**src/rtl/lif_neuron_param.sv**
```systemverilog
// Leaky integrate-and-fire neuron: saturating membrane, shift leak, runtime threshold, refractory hold.
// Latency: one cycle from sampled input to spike/membrane; no backpressure, en=0 freezes all state.
module lif_neuron_param #(
    parameter int IN_W        = 8,
    parameter int POT_W       = 12,
    parameter int LEAK_SHIFT  = 3,
    parameter int REFRACT_CYC = 4,
    parameter int CNT_W       = 8
) (
    input  logic             clk,
    input  logic             rst_n,
    input  logic             en,
    input  logic             in_valid,
    input  logic [IN_W-1:0]  in_current,
    input  logic [POT_W-1:0] thresh,
    output logic             spike,
    output logic [POT_W-1:0] membrane,
    output logic             refractory,
    output logic [CNT_W-1:0] spike_cnt
);
    typedef enum logic {INTEG, REFRACT} state_t;

    localparam int RC_W = (REFRACT_CYC > 1) ? $clog2(REFRACT_CYC) : 1;
    localparam logic [RC_W-1:0] REFR_LOAD = (REFRACT_CYC > 0) ? RC_W'(REFRACT_CYC - 1) : '0;

    state_t          state;
    logic [RC_W-1:0] refr_cnt;

    logic [POT_W:0]   leak;
    logic [POT_W:0]   add;
    logic [POT_W:0]   sum;
    logic [POT_W-1:0] v_new;
    logic             fire;

    // One extra bit of headroom so an overflowing sum can be clamped instead of wrapping.
    always_comb begin
        leak  = (LEAK_SHIFT == 0) ? '0 : ({1'b0, membrane} >> LEAK_SHIFT);
        add   = in_valid ? {{(POT_W + 1 - IN_W){1'b0}}, in_current} : '0;
        sum   = {1'b0, membrane} - leak + add;
        v_new = sum[POT_W] ? '1 : sum[POT_W-1:0];
        fire  = (v_new >= thresh);
    end

    always_ff @(posedge clk or negedge rst_n) begin
        if (!rst_n) begin
            state      <= INTEG;
            refr_cnt   <= '0;
            spike      <= 1'b0;
            membrane   <= '0;
            refractory <= 1'b0;
            spike_cnt  <= '0;
        end else if (!en) begin
            spike <= 1'b0;
        end else begin
            case (state)
                INTEG: begin
                    if (fire) begin
                        spike     <= 1'b1;
                        membrane  <= '0;
                        spike_cnt <= spike_cnt + 1'b1;
                        if (REFRACT_CYC > 0) begin
                            state      <= REFRACT;
                            refractory <= 1'b1;
                            refr_cnt   <= REFR_LOAD;
                        end
                    end else begin
                        spike    <= 1'b0;
                        membrane <= v_new;
                    end
                end
                REFRACT: begin
                    spike    <= 1'b0;
                    membrane <= '0;
                    if (refr_cnt == '0) begin
                        state      <= INTEG;
                        refractory <= 1'b0;
                    end else begin
                        refr_cnt <= refr_cnt - 1'b1;
                    end
                end
                default: begin
                    state      <= INTEG;
                    refractory <= 1'b0;
                end
            endcase
        end
    end
endmodule
```
**config.mk**
```make
export PLATFORM = sky130hd
export DESIGN_NAME = lif_neuron_param
export DESIGN_NICKNAME = d
export VERILOG_FILES = /design/src/rtl/lif_neuron_param.sv
export SDC_FILE = /design/constraint.sdc
export NUM_CORES = 1
export LEC_CHECK = 0
export CORE_UTILIZATION = 40
export CTS_CLUSTER_SIZE = 24
export DETAILED_ROUTE_END_ITERATION = 8
export GPL_TIMING_DRIVEN = 0
export PLACE_DENSITY_LB_ADDON = 0.25
export SYNTH_ARGS = -nofsm -noshare
export SYNTH_HDL_FRONTEND = slang
export SYNTH_SLANG_ARGS = --single-unit
```
**constraint.sdc**
```tcl
create_clock -name clk -period 6.3 [get_ports clk]
set_clock_uncertainty 0.15 [all_clocks]
set_input_delay 1.575 -clock clk [delete_from_list [all_inputs] [get_ports clk]]
set_output_delay 1.575 -clock clk [all_outputs]
set_load 0.005 [all_outputs]
```
# Yosys cells after proc, flatten, opt, wreduce, memory -nomap -nowiden
# Index checks and enable logic that the tools add are counted.
# word_totals
wordCells,34
inputBits,24
out_inout_bits,22
register_bits,25
# op_classes
bitwise,1
n_mux,15
magnitude_cmp,1
addsub,4
n_eq_ne,3
reduce_logical,4
# ops
op,count
12-bit 2-to-1 mux,2
12-bit one-hot mux with 2 select lines,1
13-bit by 8-bit adder with 13-bit output,1
12-bit by 9-bit subtractor with 13-bit output,1
12-bit >= comparator,1
3-bit AND reduction,3
8-bit by 1-bit adder with 8-bit output (second input constant),1
8-bit 2-to-1 mux,1
1-bit one-hot mux with 2 select lines,3
1-bit 2-to-1 mux,5
2-bit 2-to-1 mux,2
2-bit inequality test (second input constant),2
2-bit one-hot mux with 2 select lines,1
2-bit logical NOT,1
2-bit by 1-bit inequality test with 1-bit output (second input constant),1
2-bit by 1-bit subtractor with 2-bit output (second input constant),1
1-bit NOT,1

# Depth between registers and ports, before layout
# Gate-level depths: netlist of the first run.
# logic_depth
word_depth,7
depth_mapped,22
mapped_depth_nobuf,20

# Worst setup path after synthesis of the first run
# Ideal clock, no wire load.
# synth_timing
path_type,input to register
startpoint,in in_valid
endpoint,reg membrane[9]
path_buffers,2
slack_ns,0.390
t_required_ns,6.063
stages,20
setup_ns,0.087
arrival_ns,5.673
path_cell_list,clkbuf_1 -> nand2_1 -> fa_1 -> inv_1 -> fa_1 -> a211oi_2 -> nor3_1 -> o31ai_1 -> a21oi_1 -> xnor2_1 -> buf_2 -> nand2b_1 -> ha_1 -> a21o_1 -> a211o_1 -> or3_1 -> a21oi_2 -> o21ai_0 -> mux2_2 -> o211ai_1
# synth_via
elab_chain_len,6
# synth_rtl
item,line,source
"start, declared",13,"input logic in_valid,"
8-bit 2-to-1 mux (*),38,"add = in_valid ? {{(POT_W + 1 - IN_W){1'b0}}, in_current} : '0;"
13-bit by 8-bit adder with 13-bit output (*),39,"sum = {1'b0, membrane} - leak + add;"
12-bit 2-to-1 mux (*),40,v_new = sum[POT_W] ? '1 : sum[POT_W-1:0];
12-bit >= comparator,41,fire = (v_new >= thresh);
12-bit 2-to-1 mux (*),57,if (fire) begin
12-bit one-hot mux with 2 select lines (*),55,case (state)
"end signal, assigned",68,membrane <= v_new;
"end, declared",17,"output logic [POT_W-1:0] membrane,"
# Every way passes the cells marked *; elsewhere a longest branch is shown, timed or not.
# A chain may end at the register's enable or synchronous reset.

# Final worst setup path of the first run
# layout_timing
startpoint,in in_current[1]
endpoint,reg membrane[9]
# layout_via
elab_chain_len,6
# layout_rtl
item,line,source
"start, declared",14,"input logic [IN_W-1:0] in_current,"
8-bit 2-to-1 mux (*),38,
13-bit by 8-bit adder with 13-bit output (*),39,
12-bit 2-to-1 mux (*),40,
12-bit >= comparator,41,
12-bit 2-to-1 mux (*),57,
12-bit one-hot mux with 2 select lines (*),55,
# Marked as above.

==> results of run 1 <==
-- through the flow --
| stage | setup WS, ps | instances | utilization | setup TNS [ps] |
|---|---|---|---|---|
| 3_5_place_dp | -505 | 372 | 0.511 | -9020 |
| 5_1_grt | -28.6 | 380 | 0.533 | -32.9 |
| 6_report | 147 | 380 | 0.533 | 0 |
| 2_1_floorplan | 390 | 256 | - | 0 |
| 4_1_cts | 5.91 | 379 | 0.526 | 0 |
| 3_3_place_gp | -496 | 372 | 0.511 | -8890 |
-- how the worst max path moves through the flow --
stage,from,end,slack [ps],cells past startpoint
finish,in_current[1],membrane[9]$_DFFE_PN0P_,150,20
global route,in_current[1],membrane[9]$_DFFE_PN0P_,-30,19
CTS,in_current[1],membrane[9]$_DFFE_PN0P_,6,20
detailed placement,in_current[1],membrane[0]$_DFFE_PN0P_,-510,20
global placement,in_current[1],membrane[9]$_DFFE_PN0P_,-500,20
floorplan,in_valid,membrane[9]$_DFFE_PN0P_,390,20
-- per-layer routing --
metal / vias to the layer above / share of wire / global-route usage
met5: - / 0 / 0
met4: 0 / 0.015 / 0.0547
met3: 6 / 0.029 / 0.0176
met2: 47 / 0.46 / 0.281
met1: 881 / 0.50 / 0.253
li1: 976 / - / -
-- layout make-up --
class	instances	area, sq um	share of cell area
multi-input cells	176	1510	0.510
clock inverters	1	8.76	0.00296
plain buffers	4	26.3	0.00889
inverters	51	191	0.0648
repair buffers	48	465	0.157
clock buffers	3	41.3	0.0140
flip-flops and latches	25	626	0.212
well taps	72	90.1	0.0305
-- timing repair --
item,4_1_cts,5_1_grt
buffers inserted,3,1
gates resized for setup,2,10
endpoints found under the setup margin,20,20
pin swaps,2,6
endpoints found under the hold margin,0,0
hold buffers,0,0
-- flip-flops by register name, indices dropped and copies added, names as in the netlist --
name / flops
membrane: 12
refr_cnt: 2
refractory: 1
spike: 1
spike_cnt: 8
state: 1
-- critical path, stage by stage --
cell and delay (ps):
clkdlybuf4s50_1 450, nand2_1 60, fa_1 490, inv_1 70, fa_2 420, a211oi_2 290, nor3_2 100, o31ai_2 320
a21oi_2 110, xnor2_2 170, buf_6 160, nand2b_1 150, ha_1 310, a21o_1 170, a211o_1 310, or3_4 420
a21oi_4 150, o21ai_0 100, mux2_2 270, o211ai_1 90
-- power by group through the flow --
stage / sequential, mW / clock (mW) / combinational [mW]
global route: 0.280 / 0.120 / 1.57
detailed placement: 0.274 / 0 / 1.31
floorplan: 0.266 / 0 / 1.00
global placement: 0.273 / 0 / 1.29
CTS: 0.271 / 0.111 / 1.36
finish: 0.270 / 0.107 / 1.42
-- cell families (layout without fill, tap and decap cells) --
logic type / Yosys count / in the layout / share of synthesized area
AND/OR/NAND/NOR: 62 / 62 / 0.135
AO/OA/AOI/OAI: 59 / 59 / 0.202
buffers and inverters: 55 / 107 / 0.0908
adder cells (fa/ha/maj): 36 / 36 / 0.222
flip-flops: 25 / 25 / 0.272
XOR/XNOR: 16 / 16 / 0.0641
multiplexers: 3 / 3 / 0.0147
-- cells in the final DEF, fill, tap and decap left out, drive strengths merged, types with 3 or more instances in the layout --
cell type | synthesis | layout
inv | 51 | 52
clkdlybuf4s50 | 0 | 43
ha | 28 | 28
dfrtp | 25 | 25
nor2 | 22 | 22
nand2 | 14 | 14
xnor2 | 12 | 12
a21oi | 11 | 11
o22ai | 8 | 8
o21ai | 8 | 8
fa | 8 | 8
buf | 2 | 7
a21o | 6 | 6
nor3 | 6 | 6
clkbuf | 2 | 5
xor2 | 4 | 4
nand2b | 4 | 4
a211oi | 4 | 4
nand3 | 3 | 3
nand4 | 3 | 3
and3 | 3 | 3
mux2 | 3 | 3
==> reports/qor.txt, run 1 <==
cell-internal power = 0.924 mW
diodes inserted = 0
switching share of power = 0.485
input/output buffers = 44
layout cells sized above 1 = 0.117
Post-Syn Nets = 316
vias in the first global route = 1812
Gate Count Post-Synth = 256
clk_lat worst skew = 280 ps
Core Area = 5540 sq um
Crit Reg-Reg Endpoint = membrane[9]$_DFFE_PN0P_
IO Pins = 46
Synth area leader = dfrtp_1
Hold Path End = spike_cnt[7]$_DFFE_PN0P_
worst r2r path cells = 19
PnR Total Power = 1.80 mW
HP Class = reg -> reg
Critical Path RT = 6340 ps
CTS tree = done
P&R area growth vs syn = 28.4%
part of the power in registers = 0.151
Seq/Total Area, Yosys = 0.272
run status = completed
DP HPWL = 3.97 mm
placed inst area = 2830 sq um
Worst-path clk slew = 100 ps
Critical Path Fanout Max = 10
Yosys Warn Count = 0
Fin Hold WS = 329 ps
Hold Path Cell Cnt = 1
Detailed Routing Iterations Pass 1 = 4
Final min period = 6150 ps
CP Capture Type = flip-flop
period utilization = 0.977
Routed Antenna Nets = 0
syn_area_per_cell = 8.99 sq um
first-pass GRT wire length = 8.49 mm
Vias/cell = 5.03
# setup viols final = 0
Max H-tree Level = 1
P_leak = 1.38 nW
synth top area cells = dfrtp_1, ha_1, inv_1, fa_1, xnor2_1
Async S/R FF share, synth = 1.00
initial antenna violation count = 0
most common cell in the synthesized netlist = inv_1
Worst EP arrival = 6200 ps
critical path class = in -> reg
Clock power frac = 0.060
Hold Startpoint = spike_cnt[7]$_DFFE_PN0P_
Max Cap Violations = 0
DR vias = 1910
Iteration-0 DRC Markers = 75
Sink Count = 25
worst vdd ir = 304 uV
clock buffer depth = 2
Worst Setup Start Kind = input pin
Die Ht = 77.9 um
top post-synthesis cells by count = inv_1, ha_1, dfrtp_1
R2R setup slack = 1490 ps
Synth Cell Area = 2300 sq um
sw power = 0.871 mW
PD cells = 607 nW/um^2
Finished Cell Area = 2960 sq um
die width = 77.9 um
GRT Resource Usage Total = 0.177
# nets final = 369
# DRC = 0
fill count = 514
Slew HR = 0.576
DIE AREA = 6060 sq um
FF-to-FF Start = membrane[1]$_DFFE_PN0P_
Yosys reg bits = 25
pin count of the biggest net entering global routing = 26
Initial Util = 0.416
pins over their slew limit = 0
Top FF cell, synth = dfrtp_1
Slew @ Worst Pin = 637 ps
# rows = 27
GPL Wtd Cong = 0.848
Comb power frac = 0.790
area share of the largest cell type after synthesis = 0.272
Clock Root Buffer = clkbuf_8
final hold vios = 0
number of flops mapped to enable cells by yosys = 0
post-synthesis cell type count = 50
total grt overflow = 0
clock buffer count from CTS = 3
WL/cell = 13.8 um
fmax = 163 MHz
routed wire length = 5.24 mm
(Power assumes the default switching activity.)
==> run 2, diff against run 1 <==
--- a/config.mk
+++ b/config.mk
@@ -6,9 +6,8 @@
 export NUM_CORES = 1
 export LEC_CHECK = 0
 export CORE_UTILIZATION = 40
-export CTS_CLUSTER_SIZE = 24
+export CTS_CLUSTER_SIZE = 30
 export DETAILED_ROUTE_END_ITERATION = 8
-export GPL_TIMING_DRIVEN = 0
 export PLACE_DENSITY_LB_ADDON = 0.25
 export SYNTH_ARGS = -nofsm -noshare
 export SYNTH_HDL_FRONTEND = slang
==> constraint.sdc (replaced) <==
create_clock -name clk -period 5.45 [get_ports clk]
set_clock_uncertainty 0.15 [all_clocks]
set_input_delay 1.3625 -clock clk [delete_from_list [all_inputs] [get_ports clk]]
set_output_delay 1.3625 -clock clk [all_outputs]
set_load 0.005 [all_outputs]
==> run 2 against run 1 <==
The run now ends with setup timing left. Critical path depth grew 3. Register-to-register slack got worse by 780 ps. Via count is 17% higher. First-iteration DRC count increased by 40%. Global-route usage up 3.3 points. Critical path type unchanged. Critical endpoint unchanged. Largest cell class unchanged.
==> reports/qor.txt, run 2 (synthesis gave the netlist of run 1 again) <==
Iteration-0 DRC Markers = 105
largest delay contributor family on the critical path = compound AO/OA/AOI/OAI gates
pins over their slew limit = 0
input/output buffers = 45
clk_lat worst skew = 280 ps
RSZ-0062 raised after global routing = yes
total grt overflow = 0
fmax = 183 MHz
Hold Startpoint = spike_cnt[7]$_DFFE_PN0P_
pin count of the biggest net entering global routing = 26
GRT Resource Usage Total = 0.211
first-pass GRT wire length = 10.1 mm
DR vias = 2226
Clock Root Buffer = clkbuf_8
Routed Antenna Nets = 0
Buf/Inv on CP = 5
Largest regs = membrane (12), spike_cnt (8), refr_cnt (2)
failing checks = setup timing
Hold Path Cell Cnt = 1
Sink Count = 25
R2R setup slack = 710 ps
HP Class = reg -> reg
P&R area growth vs syn = 62.1%
Slew HR = 0.487
initial antenna violation count = 0
max reg flops = 12
placed inst area = 3180 sq um
critical path class = in -> reg
final std cells w/o fill = 435
die width = 77.9 um
GPL Wtd Cong = 0.854
Max Cap Violations = 0
top sig layer = met4
routed wire length = 6.73 mm
commonest cells after routing, fill and taps aside = buf_4, inv_1, clkdlybuf4s50_1, dfrtp_1, ha_1
M1 WL = 3.02 mm
Initial Util = 0.416
Slew @ Worst Pin = 768 ps
Worst-path clk slew = 110 ps
Worst EP arrival = 5500 ps
layout cells sized above 1 = 0.380
slowest cell delay on critical path = 430 ps
Finished Cell Area = 3730 sq um
# DRC = 0
hold buffer count at cts = 0
worst-path cell chain = buf_8, buf_4, buf_4, nand2_2, fa_1, inv_2, ha_4, buf_6, o21ai_4, o21bai_4, a2111oi_4, o31ai_2, a21oi_2, xor2_2, nand2b_4, ha_4, a21o_1, a211o_1, or3_1, a21oi_2, o21bai_1, mux2_4, o211ai_1
period utilization = 1.00
Crit Reg-Reg Endpoint = membrane[9]$_DFFE_PN0P_
Core Area = 5540 sq um
diodes inserted = 0
CTS tree = done
routed wl met3 = 203 um
Max H-tree Level = 1
Worst Setup Start Kind = input pin
Critical Path Fanout Max = 4
setup slack after layout = -11.6 ps
Detailed Routing Iterations Pass 1 = 4
CP Capture Type = flip-flop
Critical Path RT = 5490 ps
IO Pins = 46
dpl cells = 415
Die Ht = 77.9 um
vias in the first global route = 2172
run status = complete, but fails checks
clock buffer count from CTS = 3
slowest CP cell = fa_1
final hold vios = 0
DP HPWL = 4.44 mm
FF-to-FF Start = membrane[1]$_DFFE_PN0P_
commonest non-fill, non-tap cell in the layout = buf_4
Final min period = 5460 ps
DIE AREA = 6060 sq um
# setup viols final = 1
# rows = 27
metal2 WL = 3.36 mm
WL/cell = 15.5 um
worst r2r path cells = 20
Vias/cell = 5.12
# nets final = 424
clock buffer depth = 2
most flop-heavy register = membrane
Hold Path End = spike_cnt[7]$_DFFE_PN0P_
==> run 2: changes by cell type in the layout (fill, tap and decap cells not counted), moves of 9 or more <==
cell / previous run / this run
ha_1: 28 / 17
buf_6: 1 / 11
inv_1: 51 / 42
buf_4: 5 / 52
nor2_1: 20 / 11
ha_4: 0 / 11
inv_2: 0 / 9
==> run 2: worst max-delay path by stage <==
| stage | from | to | cells past startpoint |
|---|---|---|---|
| 4_1_cts | in_valid | membrane[9]$_DFFE_PN0P_ | 20 |
| 6_report | in_valid | membrane[9]$_DFFE_PN0P_ | 23 |
| 3_5_place_dp | in_valid | membrane[9]$_DFFE_PN0P_ | 20 |
| 5_1_grt | in_valid | membrane[9]$_DFFE_PN0P_ | 22 |
| 3_3_place_gp | in_valid | membrane[9]$_DFFE_PN0P_ | 20 |
| 2_1_floorplan | in_valid | membrane[9]$_DFFE_PN0P_ | 20 |
==> run 2: cell type report <==
class | count | area [sq um]
Fill cell | 451 | 1810
Timing Repair Buffer | 107 | 961
Clock buffer | 3 | 41.3
Multi-Input combinational cell | 176 | 1810
Sequential cell | 25 | 626
Inverter | 51 | 191
Tap cell | 72 | 90.1
Clock inverter | 1 | 8.76
==> run 2: layer usage <==
layer / vias to the layer above / global-route usage
li1: 1084 / -
met1: 1075 / 0.286
met2: 51 / 0.352
met3: 16 / 0.0153
met4: 0 / 0.0736
met5: - / 0
==> run 2: worst register-to-register path: cells and delay by family, from the launching register on <==
kind | cells | cell delay [ps]
buffers and inverters | 3 | 270
DFF | 1 | 360
adders and majority gates | 3 | 1000
xor gates and xnor gates | 1 | 220
and+or+nand+nor | 2 | 460
muxes | 1 | 280
AOI/OAI and AO/OA | 10 | 1910
==> run 2: through the flow <==
step                      setup slack (ps)  hold WS [ps]  setup TNS (ps)   util
after detailed placement              -734           318          -15040  0.574
after global placement                -673           316          -13650  0.574
final                                -11.6           336           -11.6  0.673
after global routing                  -174           349           -1060  0.673
after floorplan                      -2.82           318           -2.82      -
after CTS                            -9.46           335           -9.46  0.627
==> run 2: repair_timing <==
action | CTS | global route
endpoints found under the setup margin | 25 | 24
hold endpoints to repair | 0 | 0
buffers inserted | 8 | 8
pin swaps | 34 | 31
resized for setup | 53 | 47
Power of run 2 is left out: the tool's default activity adds up to more than one toggle a clock period on the data nets, which glitch-free logic cannot reach.
